### src/rtl/cnt_share_arb_pkg.sv
// Shared types and default sizing for the counter-sharing round-robin arbiter.
package cnt_share_arb_pkg;

  typedef enum logic {
    ST_IDLE = 1'b0,
    ST_RUN  = 1'b1
  } state_t;

  localparam int unsigned NREQ_DEF = 4;
  localparam int unsigned W_DEF    = 8;

endpackage

### src/rtl/cnt_share_arb_rr_pick.sv
// Rotating priority encoder: first set request scanning ptr, ptr+1, ... mod NREQ.
module rr_pick #(
  parameter  int unsigned NREQ = 4,
  localparam int unsigned IW   = (NREQ > 1) ? $clog2(NREQ) : 1
) (
  input  logic [NREQ-1:0] req,
  input  logic [IW-1:0]   ptr,
  output logic            found,
  output logic [NREQ-1:0] onehot,
  output logic [IW-1:0]   idx
);

  always_comb begin
    int unsigned j;
    found  = 1'b0;
    onehot = '0;
    idx    = '0;
    j      = 0;
    for (int unsigned i = 0; i < NREQ; i++) begin
      j = (int'(ptr) + i) % NREQ;
      if (!found && req[j]) begin
        found     = 1'b1;
        onehot[j] = 1'b1;
        idx       = IW'(j);
      end
    end
  end

endmodule

### src/rtl/cnt_share_arb.sv
// Round-robin arbiter sharing one W-bit up-counter among NREQ requesters.
module cnt_share_arb
  import cnt_share_arb_pkg::*;
#(
  parameter int unsigned NREQ = NREQ_DEF,
  parameter int unsigned W    = W_DEF
) (
  input  logic            clk,
  input  logic            rst,
  input  logic [NREQ-1:0] req,
  input  logic [NREQ*W-1:0] len,
  output logic [NREQ-1:0] gnt,
  output logic            busy,
  output logic [W-1:0]    cnt_out,
  output logic [NREQ-1:0] done
);

  localparam int unsigned IW = (NREQ > 1) ? $clog2(NREQ) : 1;

  state_t          state, state_n;
  logic [IW-1:0]   ptr, ptr_n, owner, owner_n, owner_inc;
  logic [W-1:0]    term, term_n, cnt_n;
  logic [NREQ-1:0] gnt_n, done_n, owner_oh;
  logic            busy_n;

  logic            pick_found;
  logic [NREQ-1:0] pick_oh;
  logic [IW-1:0]   pick_idx;

  rr_pick #(.NREQ(NREQ)) u_pick (
    .req    (req),
    .ptr    (ptr),
    .found  (pick_found),
    .onehot (pick_oh),
    .idx    (pick_idx)
  );

  always_comb begin
    owner_oh        = '0;
    owner_oh[owner] = 1'b1;
    owner_inc       = (owner == IW'(NREQ - 1)) ? '0 : owner + 1'b1;
  end

  always_comb begin
    state_n = state;
    gnt_n   = gnt;
    busy_n  = busy;
    cnt_n   = cnt_out;
    done_n  = '0;
    ptr_n   = ptr;
    owner_n = owner;
    term_n  = term;
    unique case (state)
      ST_IDLE: begin
        if (pick_found) begin
          state_n = ST_RUN;
          gnt_n   = pick_oh;
          busy_n  = 1'b1;
          owner_n = pick_idx;
          term_n  = len[int'(pick_idx)*W +: W];
          cnt_n   = '0;
        end
      end
      ST_RUN: begin
        // Abort outranks completion: a dropped request never earns a done pulse.
        if (!req[owner]) begin
          state_n = ST_IDLE;
          gnt_n   = '0;
          busy_n  = 1'b0;
          cnt_n   = '0;
          ptr_n   = owner_inc;
        end else if (cnt_out == term) begin
          state_n = ST_IDLE;
          gnt_n   = '0;
          busy_n  = 1'b0;
          done_n  = owner_oh;
          ptr_n   = owner_inc;
        end else begin
          cnt_n = cnt_out + 1'b1;
        end
      end
      default: state_n = ST_IDLE;
    endcase
  end

  always_ff @(posedge clk) begin
    if (rst) begin
      state   <= ST_IDLE;
      gnt     <= '0;
      busy    <= 1'b0;
      cnt_out <= '0;
      done    <= '0;
      ptr     <= '0;
      owner   <= '0;
      term    <= '0;
    end else begin
      state   <= state_n;
      gnt     <= gnt_n;
      busy    <= busy_n;
      cnt_out <= cnt_n;
      done    <= done_n;
      ptr     <= ptr_n;
      owner   <= owner_n;
      term    <= term_n;
    end
  end

endmodule

### config.mk
export PLATFORM = sky130hd
export DESIGN_NAME = cnt_share_arb
export DESIGN_NICKNAME = d
export VERILOG_FILES = /design/src/rtl/cnt_share_arb_pkg.sv /design/src/rtl/cnt_share_arb_rr_pick.sv /design/src/rtl/cnt_share_arb.sv
export SDC_FILE = /design/constraint.sdc
export NUM_CORES = 1
export LEC_CHECK = 0
export ABC_CLOCK_PERIOD_IN_PS = 3590
export CAP_MARGIN = 40
export CORE_MARGIN = 3
export CORE_UTILIZATION = 45
export CTS_CLUSTER_DIAMETER = 30
export DETAILED_ROUTE_END_ITERATION = 10
export PLACE_DENSITY_LB_ADDON = 0.15
export REMOVE_ABC_BUFFERS = 1
export SETUP_SLACK_MARGIN = 0.2
export SLEW_MARGIN = 20
export SYNTH_ARGS = -nofsm -noshare
export SYNTH_HDL_FRONTEND = slang
export SYNTH_SLANG_ARGS = --single-unit
### constraint.sdc
create_clock -name clk -period 3.59 [get_ports clk]
set_input_delay 0.718 -clock clk [delete_from_list [all_inputs] [get_ports clk]]
set_output_delay 0.718 -clock clk [all_outputs]
set_load 0.005 [all_outputs]
==> Flow_metrics.wiki <==
{| class="wikitable"
! Metric !! Value
|-
| Result of the run || complete, no violations
|-
| GP Congestion || 0.855
|-
| Critical path data arrival time || 3.19 ns
|-
| Logic depth of the worst register-to-register path || 8
|-
| Number of hold violations in the final report || 0
|-
| Total number of vias || 2425
|-
| DIE WIDTH || 78.4 um
|-
| Clk root buf || sky130_fd_sc_hd__clkbuf_8
|-
| Met3 usage || 0.0482
|-
| Core Region || 0.00488 mm^2
|-
| Tightest hold margin || 0.482 ns
|-
| Maximum cell stage delay along the critical path || 0.59 ns
|-
| Via count of the first global-routing pass || 2356
|-
| Die Area || 0.00615 mm^2
|-
| Number of port buffers || 54
|-
| Worst Path Class, Setup || input port to flip-flop
|-
| Distinct cell type count after synthesis || 52
|-
| Cell Area, Synth || 0.00236 mm^2
|-
| Number of gates on the worst path with buffers counted || 7
|-
| Drt drc || 0
|-
| Number of top-level pins || 55
|-
| Number of pins with negative max-slew slack in the final report || 0
|-
| Longest Clk Path Bufs || 2
|-
| Family with the most delay on the worst path || compound AO/OA/AOI/OAI gates
|-
| Critical path buffer and inverter count || 1
|-
| CTS H-tree lvls || 2
|-
| Antenna violations before repair || 0
|-
| Clock tree from TritonCTS || built
|-
| WL per Instance || 16.1 um
|-
| Fmax || 330 MHz
|-
| Worst slew margin relative to its limit || 0.586
|-
| Utilization after layout || 0.629
|-
| Met2 track demand over resource || 0.382
|-
| Crit Path Max Fanout || 11
|-
| Share of post-route cells with drive strength above 1 || 0.117
|-
| First-pass GRT wire length || 11500 um
|-
| Number of enable flip-flop cells after synthesis || 0
|-
| Gate count of the mapped netlist || 289
|-
| Top library cells by usage in the layout, fill and taps aside || sky130_fd_sc_hd__clkdlybuf4s50_1, sky130_fd_sc_hd__dfxtp_1, sky130_fd_sc_hd__nor2_1, sky130_fd_sc_hd__nor3_1
|-
| Quantity of gates resized following cts || 0
|-
| Worst Path Required || 3.75 ns
|-
| Hold-fix buffer count after cts || 0
|-
| Fraction of synthesized cell area in xor and xnor cells || 0.0445
|-
| ANT nets after route || 0
|-
| Clk Latency, worst-skew pair || 0.29 ns
|-
| Number of warnings reported in the yosys synthesis log || 0
|-
| Multiplexer share of the synthesized area || 0.0700
|-
| Post-synthesis to final-layout area growth || 30.0%
|-
| Clock Sink Count || 30
|-
| Buffer count from post-CTS setup fixing || 0
|-
| Ys flop type || sky130_fd_sc_hd__dfxtp_1
|-
| Clk_skew || 0.00664 ns
|-
| Number of diodes || 0
|-
| Highest ir drop seen on vdd || 0.000221 V
|-
| Setup violators final || 0
|-
| Mean post-synth cell area || 8.17 um^2
|-
| Area fraction in and, or, nand and nor cells after synthesis || 0.231
|-
| Global route overflow || 0
|-
| Design Power || 0.00127 W
|-
| Period minus WS final || 3.03 ns
|-
| Setup crit start kind || input port
|-
| Fraction of the mapped netlist area in compound gates || 0.285
|-
| First-pass detailed-route iteration total || 4
|-
| Layout Nets || 393
|-
| Total negative setup slack || 0 ns
|-
| Peak-usage layer in the global routing report || met2
|-
| Slack of the worst reg-to-reg path || 0.67 ns
|-
| Max-cap violation count || 0
|-
| Most common cell after layout, fill and taps aside || sky130_fd_sc_hd__clkdlybuf4s50_1
|-
| Placed wire-length estimate after detailed placement || 4860 um
|-
| Worst Max-Slew Pin Slew || 0.621 ns
|-
| Dominant combinational cell family by area after synthesis || compound AO/OA/AOI/OAI gates
|-
| Global-route met1 utilization || 0.303
|-
| Detailed router's first-iteration violation count || 139
|-
| Cts bufs inserted || 5
|-
| Final critical-path share of the clock period || 0.843
|-
| Cell area power density || 413 mW/mm^2
|-
| Cell with the biggest individual delay on the critical path || sky130_fd_sc_hd__mux4_2
|-
| Share of synthesized area occupied by flip-flops and latches || 0.254
|-
| Worst Hold Depth || 2
|-
| Total GRT Usage || 0.230
|-
| Endpoint kind of the worst setup timing path || flip-flop
|-
| Leakage || 1.10 nW
|-
| Pin count of the biggest net entering global routing || 37
|-
| Count of state elements after synthesis || 30
|-
| Wire length reported by the detailed router || 6590 um
|-
| Share of synthesized registers carrying an async set or reset || 0
|-
| Die boundary height || 78.4 um
|-
| RSZ-0062 raised after global routing || no
|-
| Initial Utilization || 0.484
|-
| Row count || 25
|-
| Via/cell ratio || 5.93
|-
| Cell Chain, Critical Path || clkdlybuf4s50_1, mux4_2, nor2b_2, o21ai_1, and2_1, a2111oi_2, a211oi_1
|-
| Clock Pin Slew Worst Setup and Hold Paths || 0.06 ns
|-
| Tightest Hold Check Type || flip-flop to flip-flop
|-
| Share of synthesized cell area in full adder, half adder and majority cells || 0.0689
|}
worst paths after layout:
path	start	to
worst max-delay path	req[3]	term[2]
worst min register to register	busy	busy
worst min-delay path	busy	busy
worst max register to register	ptr[0]	term[2]
synthesized netlist by cell type (7+ instances only):
library cell / n / area (um^2)
sky130_fd_sc_hd__xnor2_1: 8 / 70.1
sky130_fd_sc_hd__ha_1: 13 / 163
sky130_fd_sc_hd__a21oi_1: 17 / 85.1
sky130_fd_sc_hd__and2_1: 8 / 50.1
sky130_fd_sc_hd__dfxtp_1: 30 / 601
sky130_fd_sc_hd__or3_1: 11 / 68.8
sky130_fd_sc_hd__nand2_1: 17 / 63.8
sky130_fd_sc_hd__nor3_1: 18 / 90.1
sky130_fd_sc_hd__a211oi_1: 11 / 82.6
sky130_fd_sc_hd__o21ai_0: 16 / 80.1
sky130_fd_sc_hd__a211o_1: 8 / 70.1
sky130_fd_sc_hd__nand2b_1: 7 / 43.8
sky130_fd_sc_hd__clkbuf_1: 12 / 45.0
sky130_fd_sc_hd__nor2_1: 21 / 78.8
per-layer routing:
metal  wire length [um]  vias to the layer above
li1                   -                     1175
met1               2930                     1168
met2               3200                       73
met3                346                        9
met4                114                        0
met5                  0                        -
power by group:
part / internal [W] / switching, W
clock network: 0.000130 / 0.000132
logic: 0.000269 / 0.000326
registers: 0.000375 / 0.0000368
total: 0.000774 / 0.000495
layout make-up:
class / instances / area, um^2
timing repair buffer: 66 / 631
inverter: 7 / 26.3
clock buffer: 5 / 68.8
fill: 446 / 1810
sequential: 30 / 601
multi-input combinational: 232 / 1650
tap: 67 / 83.8
clock inverter: 2 / 10.0
through the flow:
stage | area, um^2 | worst slack (ns) | std cells
finish | 3070 | 0.562 | 409
global route | 3070 | 0.394 | 409
CTS | 3070 | 0.583 | 409
detailed placement | 2990 | 0.325 | 402
global placement | 2990 | 0.385 | 402
floorplan | 2280 | 0.0590 | 269
kinds of logic (layout without fill, tap and decap cells):
group	Yosys count	in the layout
AO/OA/AOI/OAI	92	92
AND/OR/NAND/NOR	105	105
multiplexers	10	10
adder cells (fa/ha/maj)	13	13
buffers and inverters	27	80
flip-flops	30	30
XOR/XNOR	12	12
registers in the layout, indices dropped and copies added, names as in the netlist:
register  flops
state         1
ptr           2
owner         2
busy          1
done          4
term          8
cnt_out       8
gnt           4
worst register-to-register path, stage by stage, from the launching register on:
cell and delay, ns:
sky130_fd_sc_hd__dfxtp_1 0.35, sky130_fd_sc_hd__inv_2 0.12, sky130_fd_sc_hd__ha_1 0.53, sky130_fd_sc_hd__mux4_2 0.45, sky130_fd_sc_hd__nor2b_2 0.38, sky130_fd_sc_hd__o21ai_1 0.14, sky130_fd_sc_hd__and2_1 0.29, sky130_fd_sc_hd__a2111oi_2 0.45
sky130_fd_sc_hd__a211oi_1 0.08
(Power assumes the default switching activity.)
==> edit 1, RTL diff (same flow settings) <==
Change the package constant `NREQ_DEF` from 4 to 8.
--- a/src/rtl/cnt_share_arb_pkg.sv
+++ b/src/rtl/cnt_share_arb_pkg.sv
@@ -6,7 +6,7 @@
     ST_RUN  = 1'b1
   } state_t;
 
-  localparam int unsigned NREQ_DEF = 4;
+  localparam int unsigned NREQ_DEF = 8;
   localparam int unsigned W_DEF    = 8;
 
 endpackage
Ports: changed (resized done, gnt, len and req); port bits go from 55 to 99. The function was not compared with the original's and may differ.
==> edit 1 against the original RTL <==
- worst setup slack got worse by 0.41 ns
- wire length rose by 81%
- global-route usage rose by 0.64 points
- final area rose by 92%
- worst hold slack got worse by 0.014 ns
- maximum frequency fell by 12%
- synthesized cell count rose by 39%
- area after synthesis rose by 64%
- critical path depth rose by 8
- total power rose to 3.8 times the old value
- sequential cell count rose by 10
- critical endpoint is now term[3]$_SDFFE_PP0P_
- largest power group unchanged
==> edit 1: results (changes against the original RTL) <==
worst reg2reg setup slack -> 0.16 ns (-0.51 ns)
Tot GR Track Use -> 23.7% (+0.64 points)
Synth Area in XOR/XNOR -> 4.31% (-0.14 points)
clock skew -> 0.00776 ns (+0.00112 ns)
met1 usage -> 31.2% (+0.90 points)
first-pass GRT wire length -> 18900 µm (+65%)
Final nets -> 651 (+66%)
met3 WL -> 695 µm (+100%)
pre-CTS setup slack -> -0.276 ns (-0.601 ns)
Hold Startpoint -> gnt[6]$_SDFFE_PP0P_
Setup crit start -> ptr[1]$_SDFFE_PP0P_
CP max FO -> 8 (-3)
adder-cell share of the synthesized area -> 2.92% (-4.0 points)
top post-synthesis cells by count -> 40 x dfxtp_1, 32 x nor2_1, 25 x nand2_1
maximum vdd ir drop -> 0.398 mV (+80%)
Worst Max-Slew Pin Slew -> 0.553 ns (-0.0678 ns)
Vias/cell -> 5.84 (-1.6%)
Area Overhead vs Synth -> 52.5%
routed wl met2 -> 5860 µm (+83%)
DRT met1 WL -> 5090 µm (+74%)
Cell variety after synth -> 80 (+54%)
Reg2Reg Depth -> 15 (+7)
compound-gate portion of the synthesized area -> 19.8% (-8.7 points)
Min Hold Slack -> 0.468 ns (-0.0141 ns)
layout cell share with drive strength beyond 1 -> 36.2% (+25 points)
placed cells -> 655 (+63%)
max incr delay on CP -> 0.50 ns (-0.09 ns)
filler instances -> 631 (+41%)
GR Util met3 -> 4.03% (-0.78 points)
number of non-filler instances in the completed layout -> 674 (+65%)
Buffers on Ports -> 98 (+81%)
number of global-route vias before repair -> 3769 (+60%)
run status -> completed
routability cong. -> 0.960 (+12%)
Clock transition at path regs -> 0.09 ns (+0.03 ns)
Hold Crit Endpoint -> gnt[6]$_SDFFE_PP0P_
final WL -> 11900 µm (+81%)
CP Capture Point -> term[3]$_SDFFE_PP0P_
sequential-to-total area share from yosys stat -> 20.7% (-4.7 points)
Leak -> 2.25 nW (+100%)
starting DRC count in detailed routing -> 178 (+28%)
HPWL Detailed -> 9070 µm (+86%)
Synth Instances -> 403 (+39%)
ranking of synthesized cells by area -> dfxtp_1 21%, mux4_2 7.6%, mux2_2 6.1%
mux cell area share after synthesis -> 27.0% (+20 points)
edit 1: cell count changes in the layout (fill, tap and decap cells not counted), sizes merged, moves of 9 or more:
cell	delta
buf	+70
mux2	+44
clkdlybuf4s50	+36
o22ai	+16
mux2i	+15
nor2	+13
a211oi	-10
dfxtp	+10
nand3	+10
mux4	+9
edit 1: power by group:
group	leakage (nW)	switching [mW]	total, mW	internal, mW
combinational	1.86	1.75	3.70	1.95
sequential	0.328	0.147	0.701	0.554
clock	0.0548	0.176	0.385	0.209
total	2.25	2.07	4.79	2.71
edit 1: what timing repair did:
action,in CTS,in global routing
setup buffers,5,4
cloned,1,1
gates resized for setup,49,26
hold buffers,0,0
hold endpoints to repair,0,0
setup endpoints to repair,28,24
pin swaps,14,22
edit 1: layout make-up:
class / instances / share of cell area, %
Clock buffer: 5 / 1.17
Sequential cell: 40 / 13.6
Timing Repair Buffer: 181 / 29.0
Multi-Input combinational cell: 329 / 52.4
Clock inverter: 3 / 0.786
Tap cell: 105 / 2.23
Inverter: 11 / 0.722
==> edit 2, RTL diff (same flow settings) <==
Without the edit above. Make the reset (`rst`) asynchronous in one clocked block.
--- a/src/rtl/cnt_share_arb.sv
+++ b/src/rtl/cnt_share_arb.sv
@@ -83,7 +83,7 @@
     endcase
   end
 
-  always_ff @(posedge clk) begin
+  always_ff @(posedge clk or posedge rst) begin
     if (rst) begin
       state   <= ST_IDLE;
       gnt     <= '0;
Function: differs if rst is asserted again (counterexample within 4 cycles, from zero or initial values and one cycle with rst high); with rst held inactive, the same outputs for 4 cycles.
==> edit 2 against the original RTL <==
- die area down 7.2%
- final area is 7.5% lower
- worst setup slack better by 0.00096 ns
- area after synthesis fell by 7.8%
- register-to-register slack gained 0.07 ns
- critical path depth up 1
- wire length shrank 29%
- critical path type unchanged
- critical endpoint is now term[7]$_DFFE_PP0P_
- sequential cell count did not move
Power is not compared: it rests on default switching activity, and its combinational part moved more than twofold at a synthesized area within 25%.
==> edit 2: results (changes against the original RTL) <==
multi-input combinational gate total -> 158 (-32%)
layout cell share with drive strength beyond 1 -> 15.0% (+3.3 points)
non-clk buf share -> 21.7% (+1.2 points)
total number of vias -> 1750 (-28%)
clock network share of area -> 3.22% (+0.65 points)
clock skew -> 0.00777 ns (+0.00113 ns)
CP Capture Point -> term[7]$_DFFE_PP0P_
routability cong. -> 0.843 (-1.5%)
predominant post-synthesis flop cell -> dfrtp_1
met1 usage -> 25.6% (-4.6 points)
Tot GR Track Use -> 18.1% (-4.9 points)
Largest regs -> cnt_out (8), term (8)
Non-Clock Inverter Count -> 6 (-1)
Non-CTS buffers -> 64 (-3.0%)
max-slew headroom at the worst pin -> 47.2% (-11 points)
combinational share of power -> 59.5%
worst r2r dst -> term[7]$_DFFE_PP0P_
ys async rst share -> 100% (+100 points)
GR Util met3 -> 3.83% (-0.99 points)
run status -> completed
CP max stage cell -> or2_0
max incr delay on CP -> 0.63 ns (+0.04 ns)
Hold Startpoint -> busy$_DFFE_PP0P_
HPWL Detailed -> 3540 µm (-27%)
final WL -> 4660 µm (-29%)
Cell variety after synth -> 46 (-12%)
total CTS buffers -> 5 (unchanged)
Final nets -> 316 (-20%)
Hold Crit Endpoint -> busy$_DFFE_PP0P_
CP max FO -> 9 (-2)
met3 WL -> 313 µm (-9.5%)
placement-stage cell area -> 2750 µm² (-8.1%)
FF+latch area -> 751 µm² (+25%)
first-pass GRT wire length -> 7870 µm (-31%)
Reg2Reg Launch Point -> ptr[0]$_DFFE_PP0P_
# Taps -> 52 (-22%)
number of global-route vias before repair -> 1646 (-30%)
Buffers on Ports -> 54 (unchanged)
routing usage on met2 -> 27.0% (-11 points)
CTS resizes -> 0 (unchanged)
starting DRC count in detailed routing -> 100 (-28%)
pin count of the biggest net entering global routing -> 22 (-41%)
Min-Delay Path Class -> flop to flop
Seq/total area -> 26.4% (+6.9 points)
Hold Crit Depth -> 2 (unchanged)
maximum vdd ir drop -> 0.318 mV
DRT met1 WL -> 2200 µm (-25%)
clock buffer count -> 7 (+2)
top post-synthesis cells by count -> 30 x dfrtp_1, 21 x mux2i_1, 17 x nand2_1
area of the multi-input gates -> 1290 µm² (-22%)
worst reg2reg setup slack -> 0.74 ns (+0.07 ns)
CP arrival -> 3.16 ns (-0.03 ns)
filler instances -> 377 (-15%)
Setup crit start -> req[1]
Crit path max-delay family -> simple AND/OR/NAND/NOR gates
routed wl met2 -> 2090 µm (-35%)
ranking of synthesized cells by area -> dfrtp_1 34%, mux2i_1 9.7%, ha_1 7.5%
sequential-to-total area share from yosys stat -> 34.5% (+9.0 points)
diode count -> 0 (unchanged)
==> edit 2: cell types whose count changed after synthesis, sizes merged, moves of 10 or more <==
| cell | delta |
|---|---|
| mux2i | +18 |
| dfrtp | +30 |
| dfxtp | -30 |
| a21oi | -15 |
| or3 | -10 |
| nor3 | -15 |
==> edit 2: stage by stage <==
step	instances	power (mW)	hold slack [ns]	setup slack [ns]
floorplan	194	1.40	0.471	0.654
global placement	308	1.72	0.470	0.183
detailed placement	310	1.75	0.470	0.252
CTS	318	2.04	0.496	0.571
global route	318	2.19	0.523	0.396
finish	318	2.02	0.499	0.563
==> edit 2: cell families after synthesis <==
group / share of synthesized area [%]
buf+inv: 6.09
fa+ha+maj: 7.47
xor+xnor: 4.83
compound gates: 16.0
simple gates: 17.3
mux: 13.8
flops: 34.5
